[config.mk]
export PLATFORM = sky130hd
export DESIGN_NAME = div_ctrl
export DESIGN_NICKNAME = d
export VERILOG_FILES = /design/src/rtl/div_ctrl_pkg.sv /design/src/rtl/div_result_cache.sv /design/src/rtl/div_ctrl.sv
export SDC_FILE = /design/constraint.sdc
export NUM_CORES = 1
export LEC_CHECK = 0
export CELL_PAD_IN_SITES_DETAIL_PLACEMENT = 2
export CELL_PAD_IN_SITES_GLOBAL_PLACEMENT = 2
export CORE_UTILIZATION = 24
export CTS_CLUSTER_SIZE = 40
export DETAILED_ROUTE_END_ITERATION = 7
export HOLD_SLACK_MARGIN = 0.15
export PLACE_DENSITY = 0.79
export SYNTH_ARGS = -nofsm -noshare
export SYNTH_HDL_FRONTEND = slang
export SYNTH_SLANG_ARGS = --single-unit
[constraint.sdc]
create_clock -name clk -period 1.4 [get_ports clk]
set_clock_uncertainty 0.05 [all_clocks]
set_input_delay 0.28 -clock clk [delete_from_list [all_inputs] [get_ports clk]]
set_output_delay 0.28 -clock clk [all_outputs]
set_load 0.01 [all_outputs]
[src/rtl/div_ctrl_pkg.sv]
// Shared definitions for the divide issue/writeback controller.
package div_ctrl_pkg;

    // funct3 encodings of the divide-class M-extension ops
    localparam logic [2:0] INST_DIV  = 3'b100;
    localparam logic [2:0] INST_DIVU = 3'b101;
    localparam logic [2:0] INST_REM  = 3'b110;
    localparam logic [2:0] INST_REMU = 3'b111;

    localparam logic        RstEnable      = 1'b1;
    localparam logic        DivStart       = 1'b1;
    localparam logic        DivStop        = 1'b0;
    localparam logic        DivResultReady = 1'b1;
    localparam logic [31:0] ZeroWord       = 32'h0000_0000;

    typedef enum logic {
        ST_IDLE = 1'b0,
        ST_WAIT = 1'b1
    } div_state_t;

endpackage

[src/rtl/div_result_cache.sv]
// Single-entry cache of the last completed divide: {op, dividend, divisor, result}.
// Only instantiated when DIV_RESULT_CACHE_EN is defined.
module div_result_cache
    import div_ctrl_pkg::*;
#(
    parameter int XLEN = 32
) (
    input  logic            clk,
    input  logic            rst,
    input  logic [2:0]      i_lookup_op,
    input  logic [XLEN-1:0] i_lookup_dividend,
    input  logic [XLEN-1:0] i_lookup_divisor,
    output logic            o_hit,
    output logic [XLEN-1:0] o_hit_result,
    input  logic            i_store,
    input  logic [2:0]      i_store_op,
    input  logic [XLEN-1:0] i_store_dividend,
    input  logic [XLEN-1:0] i_store_divisor,
    input  logic [XLEN-1:0] i_store_result
);

    logic            r_valid;
    logic [2:0]      r_op;
    logic [XLEN-1:0] r_dividend;
    logic [XLEN-1:0] r_divisor;
    logic [XLEN-1:0] r_result;

    // capture every completed divider writeback; valid bit only cleared by reset
    always_ff @(posedge clk) begin
        if (rst == RstEnable) begin
            r_valid    <= 1'b0;
            r_op       <= '0;
            r_dividend <= '0;
            r_divisor  <= '0;
            r_result   <= '0;
        end else if (i_store) begin
            r_valid    <= 1'b1;
            r_op       <= i_store_op;
            r_dividend <= i_store_dividend;
            r_divisor  <= i_store_divisor;
            r_result   <= i_store_result;
        end
    end

    assign o_hit = r_valid
                 & (r_op == i_lookup_op)
                 & (r_dividend == i_lookup_dividend)
                 & (r_divisor == i_lookup_divisor);

    assign o_hit_result = r_result;

endmodule

[src/rtl/div_ctrl.sv]
// Issue/writeback controller for the M-extension divider.
// Optional build macro: DIV_RESULT_CACHE_EN (single-entry result cache that
// bypasses the divider when an op repeats the last completed one).
//
// state   | meaning
// --------+-------------------------------------------------------------
// ST_IDLE | no op in flight; accepts a divide from ex
// ST_WAIT | op latched, start held to divider until ready pulse or flush
module div_ctrl
    import div_ctrl_pkg::*;
#(
    parameter int XLEN    = 32,
    parameter int RADDR_W = 5
) (
    input  logic               clk,
    input  logic               rst,
    input  logic               inst_valid_i,
    input  logic               is_div_i,
    input  logic [2:0]         funct3_i,
    input  logic [XLEN-1:0]    rs1_data_i,
    input  logic [XLEN-1:0]    rs2_data_i,
    input  logic [RADDR_W-1:0] rd_addr_i,
    input  logic               flush_i,
    output logic               div_start_o,
    output logic [2:0]         div_op_o,
    output logic [XLEN-1:0]    div_dividend_o,
    output logic [XLEN-1:0]    div_divisor_o,
    output logic [RADDR_W-1:0] div_waddr_o,
    input  logic               div_ready_i,
    input  logic               div_busy_i,
    input  logic [XLEN-1:0]    div_result_i,
    input  logic [RADDR_W-1:0] div_waddr_i,
    output logic               hold_o,
    output logic               wb_we_o,
    output logic [RADDR_W-1:0] wb_waddr_o,
    output logic [XLEN-1:0]    wb_wdata_o
);

    div_state_t         r_state;
    logic [2:0]         r_op;
    logic [XLEN-1:0]    r_dividend;
    logic [XLEN-1:0]    r_divisor;
    logic [RADDR_W-1:0] r_waddr;
    logic               r_wb_we;
    logic [RADDR_W-1:0] r_wb_waddr;
    logic [XLEN-1:0]    r_wb_wdata;

    logic               w_in_wait;
    logic               w_ready;
    logic               w_accept;
    logic               w_run;
    logic               w_wb_done;
    logic               w_hit;
    logic [XLEN-1:0]    w_hit_result;
    logic               w_unused_busy;

    // divider busy is status only; control relies solely on the ready pulse
    assign w_unused_busy = div_busy_i;

    assign w_in_wait = (r_state == ST_WAIT);
    assign w_ready   = (div_ready_i == DivResultReady);
    assign w_accept  = (r_state == ST_IDLE) & inst_valid_i & is_div_i & ~flush_i;

    // start drops in the ready cycle so the now-idle divider cannot relaunch,
    // and on flush so an in-flight divide is aborted
    assign w_run     = w_in_wait & ~w_ready & ~flush_i;
    assign w_wb_done = w_in_wait & w_ready & ~flush_i;

`ifdef DIV_RESULT_CACHE_EN
    div_result_cache #(
        .XLEN (XLEN)
    ) u_cache (
        .clk               (clk),
        .rst               (rst),
        .i_lookup_op       (funct3_i),
        .i_lookup_dividend (rs1_data_i),
        .i_lookup_divisor  (rs2_data_i),
        .o_hit             (w_hit),
        .o_hit_result      (w_hit_result),
        .i_store           (w_wb_done),
        .i_store_op        (r_op),
        .i_store_dividend  (r_dividend),
        .i_store_divisor   (r_divisor),
        .i_store_result    (div_result_i)
    );
`else
    assign w_hit        = 1'b0;
    assign w_hit_result = '0;
`endif

    // FSM: latch the op on accept, wait for ready or flush, register the writeback
    always_ff @(posedge clk) begin
        if (rst == RstEnable) begin
            r_state    <= ST_IDLE;
            r_op       <= '0;
            r_dividend <= '0;
            r_divisor  <= '0;
            r_waddr    <= '0;
            r_wb_we    <= 1'b0;
            r_wb_waddr <= '0;
            r_wb_wdata <= '0;
        end else begin
            r_wb_we <= 1'b0;
            case (r_state)
                ST_IDLE: begin
                    if (w_accept) begin
                        r_op       <= funct3_i;
                        r_dividend <= rs1_data_i;
                        r_divisor  <= rs2_data_i;
                        r_waddr    <= rd_addr_i;
                        if (w_hit) begin
                            // repeat of the cached op: write back without the divider
                            r_wb_we    <= 1'b1;
                            r_wb_waddr <= rd_addr_i;
                            r_wb_wdata <= w_hit_result;
                        end else begin
                            r_state <= ST_WAIT;
                        end
                    end
                end
                ST_WAIT: begin
                    if (flush_i) begin
                        r_state <= ST_IDLE;
                    end else if (w_ready) begin
                        r_wb_we    <= 1'b1;
                        r_wb_waddr <= div_waddr_i;
                        r_wb_wdata <= div_result_i;
                        r_state    <= ST_IDLE;
                    end
                end
                default: r_state <= ST_IDLE;
            endcase
        end
    end

    assign div_start_o    = w_run ? DivStart : DivStop;
    assign hold_o         = w_accept | w_run;
    assign div_op_o       = r_op;
    assign div_dividend_o = r_dividend;
    assign div_divisor_o  = r_divisor;
    assign div_waddr_o    = r_waddr;
    assign wb_we_o        = r_wb_we;
    assign wb_waddr_o     = r_wb_waddr;
    assign wb_wdata_o     = r_wb_wdata;

endmodule

# Word-level counts from Yosys, hierarchy flattened
# Cells that the tools add are included.
# W data, S select, Z words.
dict set report op_classes {
  reduce_logical 2
  n_bitwise 9
  n_eq_ne 2
  muxes 14
}
# operator n
set op_table {}
lappend op_table {{$mux W32} 3}
lappend op_table {{$mux W5} 3}
lappend op_table {{$mux W1} 6}
lappend op_table {{$and A1 B1 Y1} 5}
lappend op_table {{$ne A2 B2 Y1 const B} 2}
lappend op_table {{$pmux W1 S2} 2}
lappend op_table {{$not A1 Y1} 3}
lappend op_table {{$reduce_and A3 Y1} 1}
lappend op_table {{$reduce_and A2 Y1} 1}
lappend op_table {{$or A1 B1 Y1} 1}
dict set report totals {
  wordCells 35
  output_inout_bits 112
  input_bits 116
  register_bits 111
}

# Longest topological paths before layout
dict set report depth {
  word_depth 6
  mapped_depth 5
  ltp_nobuf 2
}

# Least setup slack after synthesis
# No wires, ideal clock.
dict set report synth_path {
  path_kind {reg2out}
  start {register r_state}
  end {output port hold_o}
  n_path_buf 0
  path_slack_ns 0.180
  stages_incl_launch_ff 3
  t_required_ns 1.070
  arrival_ns 0.890
  path_cell_list {dfxtp_1 -> or3b_2 -> nand2_1}
}
dict set report synth_via {
  elab_chain_cells 5
  word_cells_on_any_way 7
  classes_between {bitwise (7)}
}
# element line
set synth_rtl {}
lappend synth_rtl {{from (decl)} div_ctrl.sv:39} ;# div_state_t r_state;
lappend synth_rtl {{from (signal assigned)} div_ctrl.sv:94} ;# r_state <= ST_IDLE;
lappend synth_rtl {{from (signal assigned)} div_ctrl.sv:117} ;# r_state <= ST_WAIT;
lappend synth_rtl {{from (signal assigned)} div_ctrl.sv:123} ;# r_state <= ST_IDLE;
lappend synth_rtl {{$not A1 Y1 (no source line)} --}
lappend synth_rtl {{$and A1 B1 Y1 (3 in series)} div_ctrl.sv:62} ;# assign w_accept = (r_state == ST_IDLE) & inst_valid_i & is_div_i & ~flush_i;
lappend synth_rtl {{$or A1 B1 Y1 (*)} div_ctrl.sv:137} ;# assign hold_o = w_accept | w_run;
lappend synth_rtl {{to (decl)} div_ctrl.sv:33} ;# output logic hold_o,
# Every way passes the cells marked *; elsewhere a longest branch is shown, timed or not.

# Worst setup path in the final report
dict set report layout_path {
  start {input port is_div_i}
  end {register r_dividend[7], in the netlist div_dividend_o[7]}
}
dict set report layout_via {
  elab_chain_cells 3
}
# element line
set layout_rtl {}
lappend layout_rtl {{from (decl)} div_ctrl.sv:18} ;# input logic is_div_i,
lappend layout_rtl {{$and A1 B1 Y1 (2 in series)} div_ctrl.sv:62}
lappend layout_rtl {{$reduce_and A2 Y1 (no source line)} --}
lappend layout_rtl {{to (signal assigned)} div_ctrl.sv:108} ;# r_dividend <= rs1_data_i;
lappend layout_rtl {{to (decl)} div_ctrl.sv:41} ;# logic [XLEN-1:0] r_dividend;
# Every way passes these cells.
# A chain may end at the register's enable or synchronous reset.

==> metrics.csv <==
metric,value,unit
failing checks,setup timing,
initial antenna violation count,0,
CTS tree,built,
most frequent cell after synthesis,nand2b_1,
largest cells by area after synthesis,"dfxtp_1, nand2b_1, mux2i_1, buf_6, clkbuf_1",
Total GRT Usage,16.5,%
max incr delay on CP,0.56,ns
Worst Path Buf+Inv,5,
Final setup viols,57,
Crit Path Class,in2reg,
Final WS setup,-0.250,ns
Core Footprint,20300,um^2
cell area after synthesis,4990,um^2
ratio of cells with drive above 1 in the final layout,9.17,%
syn_nets,599,
worst path cell trace,clkdlybuf4s50_1 > and4bb_4 > buf_12 > buf_8 > buf_12 > buf_16 > mux2i_4,
Most Frequent Cell on Critical Path,buf_12,
Post-DRT Antenna Nets,0,
DR vias/cell,4.23,
global-route wire length before repair,27000,um
Tmin final,1.65,ns
hold buffer count at cts,0,
Clock transition at path regs,0.08,ns
max_slew headroom,83.5,%
Initial DRT Pass Iterations,4,
DIE WIDTH,146,um
routability cong.,0.743,
clock share of power,36.8,%
area of the multi-input gates,2600,um^2
Row Count,52,
switching power,0.00169,W
Starting Density,24.6,%
count of cell types in the netlist,16,
Worst-Margin Slew,0.247,ns
post-place instance area,7490,um^2
part of the power in combinational logic,15.4,%
worst-path fanout max,8,
Int Pwr,0.00518,W
root buffer cell,clkbuf_16,
Synth top cells by count,"nand2b_1, dfxtp_1, mux2i_1",
Area Growth Syn to Fin,62.3,%
diodes inserted,0,
Top Ports,228,
TNS Setup,-6.72,ns
Synth area leader,dfxtp_1,
Sink Count,111,
HPWL Detailed,11900,um
PwrDens,847,nW/um^2
final hold violations,0,
Pins Over Slew Limit,0,
#FFs+latches synth,111,
FF-to-FF End,div_dividend_o[7],
R2R Path Start,r_state,
Hold Path Depth,2,
Syn. warnings,0,
share of the synthesized area in the top cell type,44.5,%
via count,4187,
Final period util,118,%
Hold Path End,wb_we_o,
switching share of power,24.6,%
Most used DFF post-synth,dfxtp_1,
Final nets,831,
TritonCTS Buffers,9,
Syn Inst Count,483,
CTS H-tree lvls,3,
"non-filler cells, final",990,
Die ar.,21400,um^2
vias in the first global route,4826,
status,finished with violations,
finished layout cell area,8110,um^2
DP Cell Count,954,
Post-synth ARST share,0,%
Max Root-Sink Buffers,2,
R2R Setup Slk,-0.25,ns
"Clk Latency, worst-skew pair",0.35,ns
sequential area share after synthesis,44.5,%
CP max-delay cell,clkdlybuf4s50_1,
Storage cell area,2220,um^2
Peak VDD IR,0.000572,V
LEAKAGE,3.35,nW
Worst Path Arrival,1.88,ns
Max Cap Viol,0,
Routed WL,17500,um
initial DRC count,100,
filler instances,2215,
largest net degree at the start of global routing,77,
Flop pwr share,47.8,%
Hold Crit Class,in2reg,
grt ovf,0,
Post-synth EDFFs,0,
hold wc startpoint,rst,
element type at the critical path end,flip-flop,
chip height,146,um
WL/cell,17.7,um
Post-Syn Area per Cell,10.3,um^2
worst r2r path cells,7,
Worst setup SP type,primary input,
Max Fclk,606,MHz
RSZ-0062 raised after global routing,true,
Worst EP required,1.64,ns
Top Family by Delay on Critical Path,buffers and inverters,
I/O Buffers,226,
# DRC,0,
## worst register-to-register path, stage by stage, from the launching register on
cell	delay, ns
dfxtp_2	0.34
buf_6	0.12
and4bb_4	0.34
buf_12	0.14
buf_8	0.11
buf_12	0.11
buf_16	0.14
mux2i_4	0.23
## layout by cell type (no fill, tap or decap), types with 2 or more instances in the layout
| cell type | n |
|---|---|
| nand2b_1 | 218 |
| buf_16 | 5 |
| dfxtp_1 | 110 |
| buf_12 | 12 |
| buf_8 | 3 |
| dlygate4sd2_1 | 107 |
| clkdlybuf4s15_1 | 4 |
| mux2i_2 | 3 |
| clkinv_4 | 3 |
| mux2i_4 | 4 |
| clkdlybuf4s50_1 | 111 |
| clkinv_2 | 2 |
| buf_6 | 8 |
| buf_4 | 7 |
| clkbuf_16 | 9 |
| mux2i_1 | 102 |
## worst max-delay path by stage
| stage | to | start | cells after the start | slack [ns] |
|---|---|---|---|---|
| finish | div_dividend_o[7] | is_div_i | 7 | -0.25 |
| global route | hold_o | r_state | 3 | -0.28 |
| detailed placement | hold_o | flush_i | 4 | -0.78 |
| floorplan | hold_o | r_state | 2 | 0.18 |
| CTS | hold_o | r_state | 3 | -0.23 |
| global placement | hold_o | flush_i | 4 | -0.73 |
## logic make-up after synthesis
logic type | after synthesis | share of synthesized area (%)
AND/OR/NAND/NOR | 224 | 28.3
flip-flops | 111 | 44.5
multiplexers | 109 | 21.8
buffers and inverters | 38 | 5.24
AO/OA/AOI/OAI | 1 | 0.100
## per-stage QoR
step                hold WS, ns  setup slack (ns)  total power [W]  util [%]
global route              0.253            -0.285          0.00724      39.9
global placement          0.407            -0.732          0.00430      36.9
finish                    0.243            -0.250          0.00686      39.9
detailed placement        0.419            -0.779          0.00435      36.9
CTS                       0.248            -0.226          0.00701      39.7
floorplan                 0.385             0.180          0.00376         -
## repair_timing
action | 4_1_cts | 5_1_grt
gates cloned | 10 | 0
pin swaps | 2 | 0
endpoints found under the setup margin | 186 | 79
setup buffers | 9 | 8
gates resized for setup | 142 | 32
## registers in the layout (all words and copies together), names as in the netlist
name / count
wb_we_o: 1
div_op_o: 3
div_dividend_o: 32
wb_waddr_o: 5
r_state: 1
wb_wdata_o: 32
div_divisor_o: 32
div_waddr_o: 5
## power by group through the flow
stage	clock [W]	combinational (W)	sequential [W]
2_1_floorplan	0	0.000367	0.00339
3_3_place_gp	0	0.000954	0.00335
3_5_place_dp	0	0.000989	0.00336
4_1_cts	0.00266	0.00106	0.00328
5_1_grt	0.00281	0.00114	0.00329
6_report	0.00253	0.00106	0.00328
## per-layer routing
| metal | vias to the layer above | routed length (um) | track usage [%] |
|---|---|---|---|
| met5 | - | 0 | 0 |
| met4 | 0 | 384 | 5.26 |
| met3 | 22 | 1140 | 5.47 |
| met2 | 138 | 9280 | 31.0 |
| met1 | 2009 | 6740 | 17.0 |
| li1 | 2018 | - | - |
## final cells by class
type                       instances  share of cell area, %
tap                              270                   4.17
timing repair buffer             258                   32.8
clock inverter                     6                  0.556
clock buffer                      10                   2.95
inverter                           1                 0.0463
sequential                       111                   27.4
multi-input combinational        334                   32.1
Power figures use the tool's default switching activity.
